## config.mk

```make
export PLATFORM = sky130hd
export DESIGN_NAME = bb_pwm_decode
export DESIGN_NICKNAME = d
export VERILOG_FILES = /design/src/rtl/bb_pwm_decode.sv
export SDC_FILE = /design/constraint.sdc
export NUM_CORES = 1
export LEC_CHECK = 0
export CAP_MARGIN = 20
export CORE_AREA = 4 4 64 95
export CTS_CLUSTER_DIAMETER = 120
export DETAILED_ROUTE_END_ITERATION = 10
export DIE_AREA = 0 0 68 99
export DONT_BUFFER_PORTS = 1
export PLACE_DENSITY_LB_ADDON = 0.15
export SETUP_SLACK_MARGIN = 0.15
export SLEW_MARGIN = 5
export SYNTH_ARGS = -nofsm -noshare
export SYNTH_HDL_FRONTEND = slang
export SYNTH_SLANG_ARGS = --single-unit
```

## constraint.sdc

```tcl
create_clock -name clk -period 3.1 [get_ports clk]
set_input_delay 0.155 -clock clk [delete_from_list [all_inputs] [get_ports clk]]
set_output_delay 0.155 -clock clk [all_outputs]
set_load 0.03 [all_outputs]
```

## src/rtl/bb_pwm_decode.sv

```systemverilog
// bb_pwm_decode -- recovers the 16-bit speed word from a motor-style PWM
// waveform. A period runs fall-to-fall; the low-phase length (in clk cycles)
// is scaled by CNT_STEP and saturated to 16 bits.
//
// Optional feature macro: BB_PWM_DECODE_GLITCH_FILTER_EN
//   defined   -> a GLITCH_CLKS-cycle stability filter follows the synchronizer
//   undefined -> synchronized input drives the edge detector directly
//
// Ports:
//   clk          single clock domain
//   rst_n        asynchronous active-low reset
//   pwm_in       asynchronous PWM input
//   speed_out    last valid decoded speed (reset 0)
//   speed_oe     one-cycle strobe: speed_out updated (reset 0)
//   period_err   one-cycle strobe: period outside tolerance (reset 0)
//   signal_lost  level: no edge for TIMEOUT_CLKS cycles (reset 1)
//   busy         FSM in LOW or HIGH (reset 0)
module bb_pwm_decode #(
    parameter int unsigned PERIOD_CLKS  = 256,
    parameter int unsigned PERIOD_TOL   = 2,
    parameter int unsigned CNT_STEP     = 256,
    parameter int unsigned TIMEOUT_CLKS = 1024,
    parameter int unsigned GLITCH_CLKS  = 3,
    parameter int unsigned STATE_WIDTH  = 3
) (
    input  logic        clk,
    input  logic        rst_n,
    input  logic        pwm_in,
    output logic [15:0] speed_out,
    output logic        speed_oe,
    output logic        period_err,
    output logic        signal_lost,
    output logic        busy
);

    typedef enum logic [STATE_WIDTH-1:0] {
        ST_IDLE,
        ST_LOW,
        ST_HIGH
    } state_t;

    localparam logic [15:0] TIMEOUT_CNT = 16'(TIMEOUT_CLKS);
    localparam logic [15:0] PER_MIN     = 16'(PERIOD_CLKS - PERIOD_TOL);
    localparam logic [15:0] PER_MAX     = 16'(PERIOD_CLKS + PERIOD_TOL);

    if (STATE_WIDTH < 2 || GLITCH_CLKS == 0) begin : g_param_check
        $error("bb_pwm_decode: STATE_WIDTH must be >= 2 and GLITCH_CLKS >= 1");
    end

    // ------------------------------------------------------------------
    // Input path: 2-FF synchronizer, optional filter, edge register
    // ------------------------------------------------------------------
    logic sync_q1;
    logic sync_q2;
    logic level;
    logic level_prev;
    logic fall;
    logic rise;

    always_ff @(posedge clk or negedge rst_n) begin
        if (!rst_n) begin
            sync_q1 <= 1'b0;
            sync_q2 <= 1'b0;
        end else begin
            sync_q1 <= pwm_in;
            sync_q2 <= sync_q1;
        end
    end

`ifdef BB_PWM_DECODE_GLITCH_FILTER_EN
    localparam int unsigned GW = $clog2(GLITCH_CLKS + 1);

    logic          filt_q;
    logic [GW-1:0] glitch_cnt;

    // The filtered level follows only after GLITCH_CLKS consecutive
    // disagreeing samples; any agreement restarts the count.
    always_ff @(posedge clk or negedge rst_n) begin
        if (!rst_n) begin
            filt_q     <= 1'b0;
            glitch_cnt <= '0;
        end else if (sync_q2 == filt_q) begin
            glitch_cnt <= '0;
        end else if (glitch_cnt == GW'(GLITCH_CLKS - 1)) begin
            filt_q     <= sync_q2;
            glitch_cnt <= '0;
        end else begin
            glitch_cnt <= glitch_cnt + 1'b1;
        end
    end

    assign level = filt_q;
`else
    assign level = sync_q2;
`endif

    always_ff @(posedge clk or negedge rst_n) begin
        if (!rst_n) begin
            level_prev <= 1'b0;
        end else begin
            level_prev <= level;
        end
    end

    assign fall = level_prev & ~level;
    assign rise = ~level_prev & level;

    // ------------------------------------------------------------------
    // FSM
    // ------------------------------------------------------------------
    state_t      state;
    state_t      state_nxt;
    logic [15:0] cnt;
    logic        latch_low;
    logic        eval_start;
    logic        timeout_hit;

    always_ff @(posedge clk or negedge rst_n) begin
        if (!rst_n) begin
            state <= ST_IDLE;
        end else begin
            state <= state_nxt;
        end
    end

    always_comb begin
        state_nxt = state;
        unique case (state)
            ST_IDLE: begin
                if (fall) begin
                    state_nxt = ST_LOW;
                end
            end
            ST_LOW: begin
                if (rise) begin
                    state_nxt = ST_HIGH;
                end else if (cnt == TIMEOUT_CNT) begin
                    state_nxt = ST_IDLE;
                end
            end
            ST_HIGH: begin
                if (fall) begin
                    state_nxt = ST_LOW;
                end else if (cnt == TIMEOUT_CNT) begin
                    state_nxt = ST_IDLE;
                end
            end
            default: state_nxt = ST_IDLE;
        endcase
    end

    // Edges take priority over a coincident timeout.
    always_comb begin
        latch_low   = 1'b0;
        eval_start  = 1'b0;
        timeout_hit = 1'b0;
        busy        = 1'b0;
        unique case (state)
            ST_LOW: begin
                busy        = 1'b1;
                latch_low   = rise;
                timeout_hit = ~rise & (cnt == TIMEOUT_CNT);
            end
            ST_HIGH: begin
                busy        = 1'b1;
                eval_start  = fall;
                timeout_hit = ~fall & (cnt == TIMEOUT_CNT);
            end
            default: ;
        endcase
    end

    // ------------------------------------------------------------------
    // Datapath: counter, low-phase latch, registered evaluation
    // ------------------------------------------------------------------
    logic [15:0] low_len;
    logic [15:0] period_q;
    logic        eval_q;
    logic [31:0] product;
    logic [15:0] speed_sat;
    logic        period_ok;

    assign product   = 32'(low_len) * 32'(CNT_STEP);
    assign speed_sat = (product > 32'h0000_FFFF) ? 16'hFFFF : product[15:0];
    assign period_ok = (period_q >= PER_MIN) && (period_q <= PER_MAX);

    always_ff @(posedge clk or negedge rst_n) begin
        if (!rst_n) begin
            cnt <= '0;
        end else if (fall) begin
            cnt <= 16'd1;
        end else if (cnt != 16'hFFFF) begin
            cnt <= cnt + 16'd1;
        end
    end

    // The period is captured on the closing fall and judged one cycle later,
    // so the strobes appear after the edge following the FSM's fall edge.
    // A rise latched in that same cycle cannot disturb the product because
    // low_len updates non-blocking alongside the result.
    always_ff @(posedge clk or negedge rst_n) begin
        if (!rst_n) begin
            low_len     <= '0;
            period_q    <= '0;
            eval_q      <= 1'b0;
            speed_out   <= '0;
            speed_oe    <= 1'b0;
            period_err  <= 1'b0;
            signal_lost <= 1'b1;
        end else begin
            speed_oe   <= 1'b0;
            period_err <= 1'b0;
            eval_q     <= eval_start;
            if (latch_low) begin
                low_len <= cnt;
            end
            if (eval_start) begin
                period_q <= cnt;
            end
            if (eval_q) begin
                if (period_ok) begin
                    speed_out   <= speed_sat;
                    speed_oe    <= 1'b1;
                    signal_lost <= 1'b0;
                end else begin
                    period_err <= 1'b1;
                end
            end
            if (timeout_hit) begin
                signal_lost <= 1'b1;
            end
        end
    end

endmodule

```

Word-level counts from Yosys, hierarchy flattened:

Index checks and enable logic that the tools add are counted.

* $add $sub $neg: 1
* $lt $le $gt $ge: 3
* equal/unequal tests: 5
* mux-type cells: 19
* bitwise logic cells: 8
* reduce and logical (&&, ||, !) cells: 8

Operators with widths (count)
* 16-bit two-way mux: 3
* 24-bit by 16-bit greater-than comparator with 1-bit output, second input constant: 1
* 16-bit by 1-bit adder with 16-bit output, second input constant: 1
* 16-bit by 11-bit == test with 1-bit output, second input constant: 1
* 16-bit by 8-bit greater-or-equal comparator with 1-bit output, second input constant: 1
* 16-bit by 9-bit less-or-equal comparator with 1-bit output, second input constant: 1
* 16-bit inequality test, second input constant: 1
* 3-bit two-way mux: 4
* 1-bit two-way mux: 10
* 3-bit case mux with 3 select lines: 1
* 2-bit nonzero test: 3
* 1-bit bitwise AND: 4
* 1-bit NOT: 4
* 2-bit AND reduction: 2
* 3-bit by 1-bit == test with 1-bit output, second input constant: 1
* 3-bit by 2-bit == test with 1-bit output, second input constant: 1
* 3-bit logical NOT: 1
* 2-bit inequality test, second input constant: 1
* 1-bit case mux with 2 select lines: 1
* 2-bit OR reduction: 1
* 1-bit logical AND: 1

* register bits: 74
* input bits: 3
* output and inout bits: 20
* logic and storage cells: 56

Longest topological paths before layout:

Gate-level depths: netlist (run 1).

* depth after elaboration: 7
* mapped depth: 6

Worst setup path after synthesis (run 1):

OpenSTA, ideal clock, no wires.

* path kind: register to register
* start point: reg state[2]
* end point: reg low_len[10]
* setup time: 125 ps
* arrival: 1484 ps
* data required time: 2975 ps
* path slack: 1491 ps
* stages on the path, launching flop included: 5
* clock period less this slack: 1609 ps
* cell sequence: dfrtp_1 > clkbuf_1 > nor3_2 > buf_4 > mux2_2

* longest elaborated chain between the ends: 2

Ends and longest elaborated chain
* start, declared: RTL line 111 `state_t state;`
* start signal, assigned: RTL line 122 `state <= state_nxt;`
* 3-bit by 1-bit == test with 1-bit output: RTL line 158 `unique case (state)`
* 1-bit two-way mux: RTL line 158
* end signal, assigned: RTL line 215 `low_len <= cnt;`
* end, declared: RTL line 176 `logic [15:0] low_len;`

No other way between the ends.
A chain may end at the register's enable or synchronous reset.

Worst setup path after layout (run 1):

* start point: reg sync_q2, in the netlist level
* end point: reg period_q[9]

* longest elaborated chain between the ends: 3

Ends and longest elaborated chain
* start, declared: RTL line 54 `logic sync_q2;`
* start signal, assigned: RTL line 66 `sync_q2 <= sync_q1;`
* 1-bit NOT: RTL line 105 `assign fall = level_prev & ~level;`
* 1-bit bitwise AND: RTL line 105
* 1-bit two-way mux: RTL line 158
* end signal, assigned: RTL line 218 `period_q <= cnt;`
* end, declared: RTL line 177 `logic [15:0] period_q;`

No other way between the ends.

==> results by group, run 1 <==
Logic synthesis
  • Synth area leader: dfrtp_1
  • Post-synth top area share: 0.534
  • Dominant synthesized flop cell: dfrtp_1
  • Avg Cell Area, Syn: 11.6 µm²
  • FF+latch count, synth: 67
  • Seq/Total Area, Yosys: 0.542
  • Count leader, synth: dfrtp_1
  • Async S/R FF share, synth: 1.00
  • Syn Std Cell Area: 0.00310 mm²
  • Synth Net Count: 271
  • Dominant cells by area after synthesis: dfrtp_1 53%, mux2_2 12%, mux2i_1 2.9%
  • Post-synth EDFFs: 0
  • Yosys Warn Count: 0
  • Post-synth top cells: 66 x dfrtp_1, 32 x mux2_2, 20 x nor2_1
  • Mapped Cells: 266
  • Cell variety after synth: 48

Floorplanning
  • Io pins: 23
  • Core Region: approximately 0.0052 mm²
  • Die width: 68 µm
  • Starting Density: 0.595
  • Row count: 32
  • Die Area: about 0.0067 mm²
  • Chip height: 99 µm

Clock tree
  • CTS buffer count: 9
  • Num Clock Sinks: 67
  • Post-CTS Hold Buffers: 3
  • Clock Tree Buf Depth: 2
  • Root Buffer: clkbuf_8
  • H-tree depth: 3
  • CTS tree: built
  • Post-CTS setup buffer count: 0
  • Worst-skew pair later-pin latency: 0.35 ns
  • Worst-path clk slew: about 0.070 ns
  • PostCTS Resize Cnt: 0

Setup path
  • Worst setup path start: level$_DFF_PN0_
  • Critical path capture point type: flip-flop
  • Reg-to-reg setup timing slack: 1.22 ns
  • Reg2reg start: level$_DFF_PN0_
  • Startpoint types: flip-flop
  • Crit Reg-Reg Endpoint: period_q[9]$_DFFE_PN0P_
  • CP Max Fanout: 18
  • Worst EP arrival: between 2 and 2.5 ns
  • Setup CP Type: reg -> reg
  • Worst EP required: 3.33 ns
  • Worst r2r path cells: 3

Global routing
  • Vias in the first global route: 1983
  • Initial antenna violation count: 0
  • Pin count of the biggest net entering global routing: 68
  • First-pass GRT wire length: 9780 µm
  • All-Layer GR Usage: 0.196
  • GRT overflow: 0

Pwr
  • Power Total: 1.95 mW
  • Leakage power: 1.48 nW
  • Worst VDD drop: 0.000286 V
  • Pwr/cell area: between 500 and 600 mW/mm²

Timing
  • Fin. Hold Viols: 0
  • RSZ-0062 raised after global routing: false
  • Slew Limit Fails: 0
  • Slew Limit Headroom: 0.451
  • Final Setup Violations: 0
  • Post-layout min period: 1.88 ns
  • Period utilisation layout: 0.605
  • TNS Setup: 0 ns
  • Fmax: 0.533 GHz
  • Measured slew at the worst slew-check pin: approximately 0.82 ns
  • Clock Skews: 0.00542 ns
  • WHS: 0.334 ns

Final layout
  • Nets@finish: 269
  • Filler cells: 380
  • Layout cells sized above 1: 0.245
  • Footprint of the multi-input gates: between 0.001 and 0.0015 mm²
  • Register area: 0.00168 mm²
  • Antenna cells: 0
  • Area growth syn-to-layout: 7.80%
  • Non-Filler Instances: between 300 and 400

Routing
  • DR iter-0 viols: 119
  • Drt first pass iters: 4
  • Antenna-violating nets left: 0
  • DRC Markers: 0
  • Detail-routed via count per cell: just under 6
  • Vias: roughly 2000
  • Avg WL per Cell: between 15 and 20 µm
  • Final WL: just under 6000 µm

Run status
  • Status: finished, final reports clean

Job
  • Max_cap viols: 0

Place
  • DP Cell Count: around 320
  • IO buf count: 0
  • Gpl congestion: about 0.82
  • Post-DP HPWL: 3920 µm

Min path
  • Hold WC Path Type: in -> async
[how the worst max path moves through the flow]
stage	slack [ns]	end	depth (start not counted)
after floorplan	1.49	low_len[10]$_DFFE_PN0P_	4
after global placement	1.20	period_q[5]$_DFFE_PN0P_	3
after detailed placement	1.21	period_q[11]$_DFFE_PN0P_	3
after CTS	1.19	period_q[9]$_DFFE_PN0P_	3
after global routing	1.07	period_q[1]$_DFFE_PN0P_	3
final	1.22	period_q[9]$_DFFE_PN0P_	3
[cell families (layout without fill, tap and decap cells)]
family / count (synthesis) / in the layout / share of synthesized area
buffers and inverters: 32 / 35 / 0.0610
AOI/OAI and AO/OA: 34 / 34 / 0.0631
DFF: 67 / 67 / 0.542
xor gates and xnor gates: 1 / 1 / 0.00283
other: 1 / 1 / 0.00121
and+or+nand+nor: 88 / 88 / 0.176
muxes: 41 / 41 / 0.146
adders and majority gates: 2 / 2 / 0.00808
[critical path, cell delays in order (launching register included)]
cell and delay [ns]:
dfrtp_1 0.40, nand2b_1 0.27, nor3_4 0.68, mux2_2 0.41
[through the flow]
step	area, µm²	setup slack, ns	utilization
finish	3340	1.22	0.641
detailed placement	3060	1.21	0.589
global placement	3060	1.20	0.589
global route	3340	1.07	0.641
CTS	3340	1.19	0.641
floorplan	3100	1.49	-
[layer usage]
metal	wire (µm)	vias to the layer above	global-route usage
met1	2520	994	0.251
met4	136	0	0.104
met3	181	12	0.0399
li1	-	942	-
met5	0	-	0
met2	2930	30	0.304
[state kept, by name (all words and copies together) (netlist names), 3 cells and up]
signal	flops
cnt	16
low_len	16
period_q	16
speed_out	9
state	3
[layout by cell type, fill, tap and decap left out, types with 2 or more instances in the layout]
cell           synthesis  routed
a21oi_1               14      14
a311oi_1               2       2
a31oi_1                2       2
and4_1                 2       2
buf_4                 11       3
bufinv_16              0       2
clkbuf_8               0      10
clkinv_2               0       2
dfrtp_1               66      65
dlygate4sd3_1          0       2
ha_1                   2       2
inv_1                 13      13
mux2_2                32      32
mux2i_1                9       9
nand2_1               12      12
nand2b_1               4       4
nand3_1                7       7
nand4_1                7       7
nor2_1                20      20
nor3_1                 6       6
nor4_1                 4       4
nor4b_1                4       4
o21ai_0                9       9
o21ai_1                2       2
o31ai_1                3       3
or3_1                  5       5
or4_1                  3       3
[power by group]
part	switching [mW]	internal (mW)
Sequential	0.0682	0.924
Clock	0.338	0.476
Combinational	0.0801	0.0652
[final cells by class]
| type | instances | area share |
|---|---|---|
| flip-flops and latches | 67 | 0.503 |
| multi-input cells | 167 | 0.368 |
| clock buffers | 10 | 0.0412 |
| clock inverters | 6 | 0.0262 |
| well taps | 68 | 0.0255 |
| repair buffers | 6 | 0.0210 |
| inverters | 13 | 0.0146 |
No activity file was read; power rests on OpenSTA's default activity.
==> run 2, diff against run 1 <==
--- a/config.mk
+++ b/config.mk
@@ -6,10 +6,10 @@
 export NUM_CORES = 1
 export LEC_CHECK = 0
 export CAP_MARGIN = 20
-export CORE_AREA = 4 4 64 95
+export CORE_AREA = 4 4 66 99
 export CTS_CLUSTER_DIAMETER = 120
 export DETAILED_ROUTE_END_ITERATION = 10
-export DIE_AREA = 0 0 68 99
+export DIE_AREA = 0 0 70 103
 export DONT_BUFFER_PORTS = 1
 export PLACE_DENSITY_LB_ADDON = 0.15
 export SETUP_SLACK_MARGIN = 0.15
==> constraint.sdc (replaced) <==
create_clock -name clk -period 1.5 [get_ports clk]
set_input_delay 0.075 -clock clk [delete_from_list [all_inputs] [get_ports clk]]
set_output_delay 0.075 -clock clk [all_outputs]
set_load 0.03 [all_outputs]
==> run 2 against run 1 <==
- the flow now finishes with violations (hold timing, setup timing)
- global-route usage is 4.4 points higher
- highest routed layer unchanged
- fmax is 10% higher
- register-to-register slack worse by 1.4 ns
- sequential cell count stayed put
- clock power is 110% higher
- first-iteration DRC count is 24% higher
- sequential share of layout area is 13 points lower
- design area is 37% higher
- core utilization is 16 points higher
- clock skew is 0.0064 ns higher
==> results by group, run 2 (synthesized netlist as in run 1, its figures left out) <==
Timing
  • Clock Skews: 0.0118 ns (was 0.00542 ns)
  • RSZ-0062 raised after global routing: true (was false)
  • Fin. Hold Viols: 67 (was 0)
  • WHS: -0.587 ns (was 0.334 ns)
  • Final Setup Violations: 40 (was 0)
  • Period utilisation layout: 1.13 (was 0.605)
  • Slew Limit Fails: 0 (unchanged)
  • Worst setup margin: -0.199 ns (was 1.22 ns)
  • Fmax: 0.589 GHz (was 0.533 GHz)
  • Post-layout min period: 1.70 ns (was 1.88 ns)

Pwr
  • Pwr/cell area: 1030 mW/mm² (was 585 mW/mm²)
  • Comb pwr share: 0.204 (was 0.075)
  • Power Total: 4.71 mW (was 1.95 mW)
  • Internal Pwr Total: 3.45 mW (was 1.47 mW)
  • Register share of total power: 0.429 (was 0.509)
  • Worst VDD drop: 0.00102 V (was 0.000286 V)
  • Switching part of the total: 0.268 (was 0.249)
  • Switching power of the nets: 1.27 mW (was 486 µW)
  • Leakage power: 2.08 nW (was 1.48 nW)
  • Clk pwr share: 0.366 (was 0.417)

Place
  • DP Cell Count: 370 (was 318)
  • Gpl congestion: 0.808 (was 0.816)
  • Post-DP Area: 0.00355 mm² (was 0.00306 mm²)
  • IO buf count: 0 (unchanged)
  • Post-DP HPWL: 4660 µm (was 3920 µm)

Setup path
  • Startpoint types: flip-flop (unchanged)
  • Critical path capture point type: flip-flop (unchanged)
  • Setup CP Type: reg -> reg (unchanged)
  • Largest stage delay on the critical path: 0.45 ns (was 0.68 ns)
  • Slowest-stage cell, CP: dfrtp_2 (was nor3_4)
  • Critical path, cell by cell: buf_6 > inv_4 > ha_4 > nor4b_4 > nand4_1 > o32ai_2 (was nand2b_1 > nor3_4 > mux2_2)
  • Worst EP arrival: 1.95 ns (was 2.11 ns)
  • Worst EP required: 1.75 ns (was 3.33 ns)
  • CP Max Fanout: 3 (was 18)

Routing
  • Avg WL per Cell: 21.8 µm (was 17.1 µm)
  • DR iter-0 viols: 148 (was 119)
  • DRC Markers: 0 (unchanged)
  • Antenna-violating nets left: 0 (unchanged)
  • Drt first pass iters: 4 (unchanged)
  • Final WL: 9320 µm (was 5770 µm)
  • Detail-routed via count per cell: 5.91 (was 5.87)
  • Vias: 2523 (was 1978)

Floorplanning
  • Die Area: 0.00721 mm² (was 0.00673 mm²)
  • Chip height: 103 µm (was 99 µm)
  • Die width: 70 µm (was 68 µm)
  • Starting Density: 0.543 (was 0.595)
  • Row count: 34 (was 32)
  • Core Region: 0.00570 mm² (was 0.00520 mm²)
  • Io pins: 23 (unchanged)

Final layout
  • Most common cell after layout, fill and taps aside: buf_4 (was dfrtp_1)
  • Most frequent cells in the layout: 63 x buf_4, 58 x dfrtp_1, 32 x mux2_4 (was 65 x dfrtp_1, 32 x mux2_2, 20 x nor2_1)
  • Layout cells sized above 1: 0.572 (was 0.245)
  • Filler cells: 300 (was 380)
  • Nets@finish: 355 (was 269)
  • Antenna cells: 0 (unchanged)
  • Post-route cell area: 0.00458 mm² (was 0.00334 mm²)
  • Largest regs: cnt (16), low_len (16), period_q (16) (unchanged)
  • Area growth syn-to-layout: 47.8% (was 7.80%)
  • Non-Filler Instances: 427 (was 337)

Clock tree
  • CTS buffer count: 9 (unchanged)
  • CTS tree: built (unchanged)
  • Worst-path clk slew: 0.08 ns (was 0.07 ns)
  • Worst-skew pair later-pin latency: 0.35 ns (about the same)
  • Clock Tree Buf Depth: 2 (unchanged)
  • Root Buffer: clkbuf_8 (unchanged)
  • Post-CTS Hold Buffers: 1 (was 3)
  • Num Clock Sinks: 67 (unchanged)
  • H-tree depth: 3 (unchanged)

Run status
  • Status: finished with violations (was finished, final reports clean)
  • Failing checks: hold timing, setup timing

Global routing
  • Initial antenna violation count: 0 (unchanged)
  • Pin count of the biggest net entering global routing: 68 (unchanged)
  • Vias in the first global route: 2487 (was 1983)
  • First-pass GRT wire length: 13000 µm (was 9780 µm)
  • All-Layer GR Usage: 0.240 (was 0.196)
  • GRT overflow: 0 (unchanged)

Min path
  • Hold WC Path Type: in -> async (unchanged)

Job
  • Max_cap viols: 0 (unchanged)
==> run 2: cell types whose count changed in the layout (fill, tap and decap cells not counted), sizes merged <==
cell         delta
dlygate4sd3     -1
buf            +87
==> run 2: worst max-delay path: cells and delay by family, from the launching register on <==
family / cells / cell delay [ns]
AO/OA/AOI/OAI: 1 / 0.35
AND/OR/NAND/NOR: 2 / 0.48
buffers and inverters: 2 / 0.19
adder cells (fa/ha/maj): 1 / 0.12
flip-flops: 1 / 0.45
==> run 2: layout make-up <==
class	count	area, µm²	share of cell area
clock buffer	10	138	0.0301
clock inverter	6	87.6	0.0191
inverter	13	51.3	0.0112
tap	72	90.1	0.0197
timing repair buffer	92	873	0.191
sequential	67	1690	0.369
multi-input combinational	167	1650	0.360
==> run 2: path summary, 6_finish.rpt <==
path,start,to,slack [ns],cells past startpoint
setup / recovery,cnt[0]$_DFFE_PN0P_,signal_lost$_DFFE_PN1P_,-0.20,6
hold / removal,rst_n,low_len[11]$_DFFE_PN0P_,-0.59,0
setup reg to reg,cnt[0]$_DFFE_PN0P_,signal_lost$_DFFE_PN1P_,-0.20,6
hold reg to reg,sync_q1$_DFF_PN0_,level$_DFF_PN0_,0.36,0
max in group asynchronous,rst_n,signal_lost$_DFFE_PN1P_,1.89,0
min in group clk,pwm_in,sync_q1$_DFF_PN0_,0.28,1
==> run 2: power groups by stage <==
stage | registers [mW] | clock network (mW) | logic [mW]
detailed placement | 2.06 | 0 | 0.519
global placement | 2.06 | 0 | 0.509
floorplan | 2.00 | 0 | 0.333
CTS | 2.02 | 1.72 | 0.741
finish | 2.02 | 1.73 | 0.964
global route | 2.03 | 1.82 | 1.02
==> run 2: metal layers <==
metal	GRT usage	vias up	wire, µm
met5	0	-	0
met4	0.0900	0	316
met3	0.0595	24	436
met2	0.425	88	5060
met1	0.283	1296	3510
li1	-	1115	-
==> run 2: repair_timing <==
item | CTS | global route
hold endpoints to repair | 68 | 67
setup buffers | 20 | 16
gates resized for setup | 73 | 37
gates cloned | 3 | 1
endpoints found under the setup margin | 61 | 63
pin swaps | 18 | 24
==> run 2: per-stage QoR <==
step,util,setup slack (ns),setup TNS (ns)
2_1_floorplan,-,-0.0328,-0.424
3_3_place_gp,0.624,-0.147,-1.45
3_5_place_dp,0.624,-0.141,-1.77
4_1_cts,0.757,-0.0865,-0.747
5_1_grt,0.803,-0.285,-4.47
6_report,0.803,-0.199,-2.50
==> run 3, diff against run 2 <==
--- a/config.mk
+++ b/config.mk
@@ -6,10 +6,10 @@
 export NUM_CORES = 1
 export LEC_CHECK = 0
 export CAP_MARGIN = 20
-export CORE_AREA = 4 4 66 99
+export CORE_AREA = 4 4 64 95
 export CTS_CLUSTER_DIAMETER = 120
 export DETAILED_ROUTE_END_ITERATION = 10
-export DIE_AREA = 0 0 70 103
+export DIE_AREA = 0 0 68 99
 export DONT_BUFFER_PORTS = 1
 export PLACE_DENSITY_LB_ADDON = 0.15
 export SETUP_SLACK_MARGIN = 0.15
==> constraint.sdc (replaced) <==
create_clock -name clk -period 1.95 [get_ports clk]
set_input_delay 0.0975 -clock clk [delete_from_list [all_inputs] [get_ports clk]]
set_output_delay 0.0975 -clock clk [all_outputs]
set_load 0.03 [all_outputs]
==> run 3 against run 2 <==
- the flow now finishes without violations
- combinational power down 69%
- routed wire length is 31% lower
- clock skew shrank 0.0012 ns
- critical path type unchanged
==> results by group, run 3 (synthesized netlist as in run 1, its figures left out) <==
Run status
  • Status: finished, final reports clean (was finished with violations)

Job
  • Max_cap viols: 0 (unchanged)

Pwr
  • Power Total: 3.14 mW (was 4.71 mW)
  • Worst VDD drop: 0.000656 V (was 0.00102 V)
  • Pwr/cell area: 883 mW/mm² (was 1030 mW/mm²)
  • Leakage power: 1.60 nW (was 2.08 nW)

Global routing
  • Initial antenna violation count: 0 (unchanged)
  • First-pass GRT wire length: 10200 µm (was 13000 µm)
  • All-Layer GR Usage: 0.204 (was 0.240)
  • Vias in the first global route: 2108 (was 2487)
  • GRT overflow: 0 (unchanged)
  • Pin count of the biggest net entering global routing: 68 (unchanged)

Timing
  • Final Setup Violations: 0 (was 40)
  • Period utilisation layout: 0.909 (was 1.13)
  • Fmax: 0.564 GHz (was 0.589 GHz)
  • Slew Limit Headroom: 0.569
  • TNS Setup: 0 ns (was -2.50 ns)
  • Clock Skews: 0.0106 ns (was 0.0118 ns)
  • Measured slew at the worst slew-check pin: ~0.65 ns
  • Worst setup margin: 0.178 ns (was -0.199 ns)
  • RSZ-0062 raised after global routing: true (unchanged)
  • Post-layout min period: 1.77 ns (was 1.70 ns)
  • WHS: 0.301 ns (was -0.587 ns)
  • Slew Limit Fails: 0 (unchanged)
  • Fin. Hold Viols: 0 (was 67)

Floorplanning
  • Die width: 68 µm (was 70 µm)
  • Die Area: 0.00673 mm² (was 0.00721 mm²)
  • Core Region: 0.00520 mm² (was 0.00570 mm²)
  • Io pins: 23 (unchanged)
  • Starting Density: 0.595 (was 0.543)
  • Chip height: 99 µm (was 103 µm)
  • Row count: 32 (was 34)

Clock tree
  • CTS buffer count: 9 (unchanged)
  • Worst-path clk slew: 0.08 ns (about the same)
  • Num Clock Sinks: 67 (unchanged)
  • H-tree depth: 3 (unchanged)
  • CTS tree: built (unchanged)
  • Root Buffer: clkbuf_8 (unchanged)
  • Clock Tree Buf Depth: 2 (unchanged)
  • Worst-skew pair later-pin latency: 0.36 ns (was 0.35 ns)

Final layout
  • Nets@finish: 293 (was 355)
  • Filler cells: 389 (was 300)
  • Most common cell after layout, fill and taps aside: dfrtp_1 (was buf_4)
  • Footprint of the multi-input gates: 0.00125 mm² (was 0.00165 mm²)
  • Utilization after layout: 0.682 (was 0.803)
  • Non-Filler Instances: 361 (was 427)
  • Layout cells sized above 1: 0.314 (was 0.572)
  • Register area: 0.00168 mm² (was 0.00169 mm²)
  • Area growth syn-to-layout: 14.8% (was 47.8%)
  • Post-route cell area: 0.00355 mm² (was 0.00458 mm²)
  • Most frequent cells in the layout: 64 x dfrtp_1, 32 x mux2_2, 25 x buf_4 (was 63 x buf_4, 58 x dfrtp_1, 32 x mux2_4)
  • Antenna cells: 0 (unchanged)
  • Largest regs: cnt (16), low_len (16), period_q (16) (unchanged)

Setup path
  • Reg-to-reg setup timing slack: 0.18 ns (was -0.20 ns)
  • Crit Reg-Reg Endpoint: cnt[5]$_DFFE_PN0P_ (was signal_lost$_DFFE_PN1P_)
  • Critical path capture point type: flip-flop (unchanged)
  • Startpoint types: flip-flop (unchanged)
  • Cell family contributing the most delay on the critical path: simple AND/OR/NAND/NOR gates (unchanged)
  • Worst setup path endpoint: cnt[5]$_DFFE_PN0P_ (was signal_lost$_DFFE_PN1P_)
  • Worst r2r path cells: 6 (unchanged)
  • Worst setup path start: cnt[0]$_DFFE_PN0P_ (unchanged)
  • Worst EP arrival: 2.06 ns (was 1.95 ns)
  • CP Buf/Inv Count: 1 (was 2)
  • Setup CP Type: reg -> reg (unchanged)
  • Slowest-stage cell, CP: or4_2 (was dfrtp_2)
  • Largest stage delay on the critical path: 0.59 ns (was 0.45 ns)
  • Levels on crit path: 6 (unchanged)
  • CP Max Fanout: 5 (was 3)
  • Critical path, cell by cell: ha_1 > nand3_2 > nor4_4 > buf_4 > or4_2 > o21ai_1 (was buf_6 > inv_4 > ha_4 > nor4b_4 > nand4_1 > o32ai_2)
  • Reg2reg start: cnt[0]$_DFFE_PN0P_ (unchanged)
  • Worst EP required: 2.23 ns (was 1.75 ns)

Routing
  • Final WL: 6450 µm (was 9320 µm)
  • Avg WL per Cell: 17.9 µm (was 21.8 µm)
  • DRC Markers: 0 (unchanged)
  • Detail-routed via count per cell: 5.90 (was 5.91)
  • Drt first pass iters: 4 (unchanged)
  • Vias: 2131 (was 2523)
  • DR iter-0 viols: 132 (was 148)
  • Antenna-violating nets left: 0 (unchanged)

Place
  • Post-DP HPWL: 4160 µm (was 4660 µm)
  • IO buf count: 0 (unchanged)
  • DP Cell Count: 336 (was 370)
  • Post-Place Worst Slack: 0.173 ns (was -0.141 ns)
  • Post-DP Area: 0.00320 mm² (was 0.00355 mm²)
  • Gpl congestion: 0.796 (was 0.808)

Min path
  • Hold WC Path Type: in -> async (unchanged)
==> run 3: layout make-up <==
cell class,count,area share
Sequential cell,67,0.473
Clock buffer,10,0.0359
Multi-Input combinational cell,167,0.351
Inverter,13,0.0137
Tap cell,68,0.0240
Clock inverter,6,0.0250
Timing Repair Buffer,30,0.0775
==> run 3: what timing repair did <==
item | in CTS | in global routing
endpoints found under the setup margin | 2 | 13
cloned | 0 | 1
pin swaps | 0 | 4
hold buffers | 3 | 0
buffers inserted | 0 | 5
endpoints found under the hold margin | 68 | 0
resized for setup | 1 | 5
==> run 3: layer usage <==
| layer | share of wire | track usage | vias to the layer above |
|---|---|---|---|
| li1 | - | - | 982 |
| met1 | 0.41 | 0.250 | 1077 |
| met2 | 0.51 | 0.322 | 53 |
| met3 | 0.041 | 0.0604 | 19 |
| met4 | 0.036 | 0.0965 | 0 |
| met5 | 0 | 0 | - |
==> run 3: worst min path at each step <==
stage,from,endpoint,slack [ns],cells past startpoint
floorplan,rst_n,cnt[0]$_DFFE_PN0P_,-0.20,0
global placement,rst_n,speed_out[10]$_DFFE_PN0P_,-0.20,0
detailed placement,rst_n,low_len[2]$_DFFE_PN0P_,-0.20,0
CTS,pwm_in,sync_q1$_DFF_PN0_,0.30,1
global route,pwm_in,sync_q1$_DFF_PN0_,0.31,1
finish,rst_n,speed_oe$_DFF_PN0_,0.30,2
==> run 3: report_power, final <==
group | switching (mW) | internal [mW] | leakage [nW]
sequential | 0.0869 | 1.47 | 0.909
combinational | 0.169 | 0.131 | 0.590
clock | 0.559 | 0.722 | 0.103
total | 0.814 | 2.32 | 1.60
==> run 3: worst reg2reg max path, cell delays in order, from the launching register on <==
cell and delay [ns]:
dfrtp_1 0.42, ha_1 0.27, nand3_2 0.12, nor4_4 0.07
buf_4 0.14, or4_2 0.59, o21ai_1 0.09
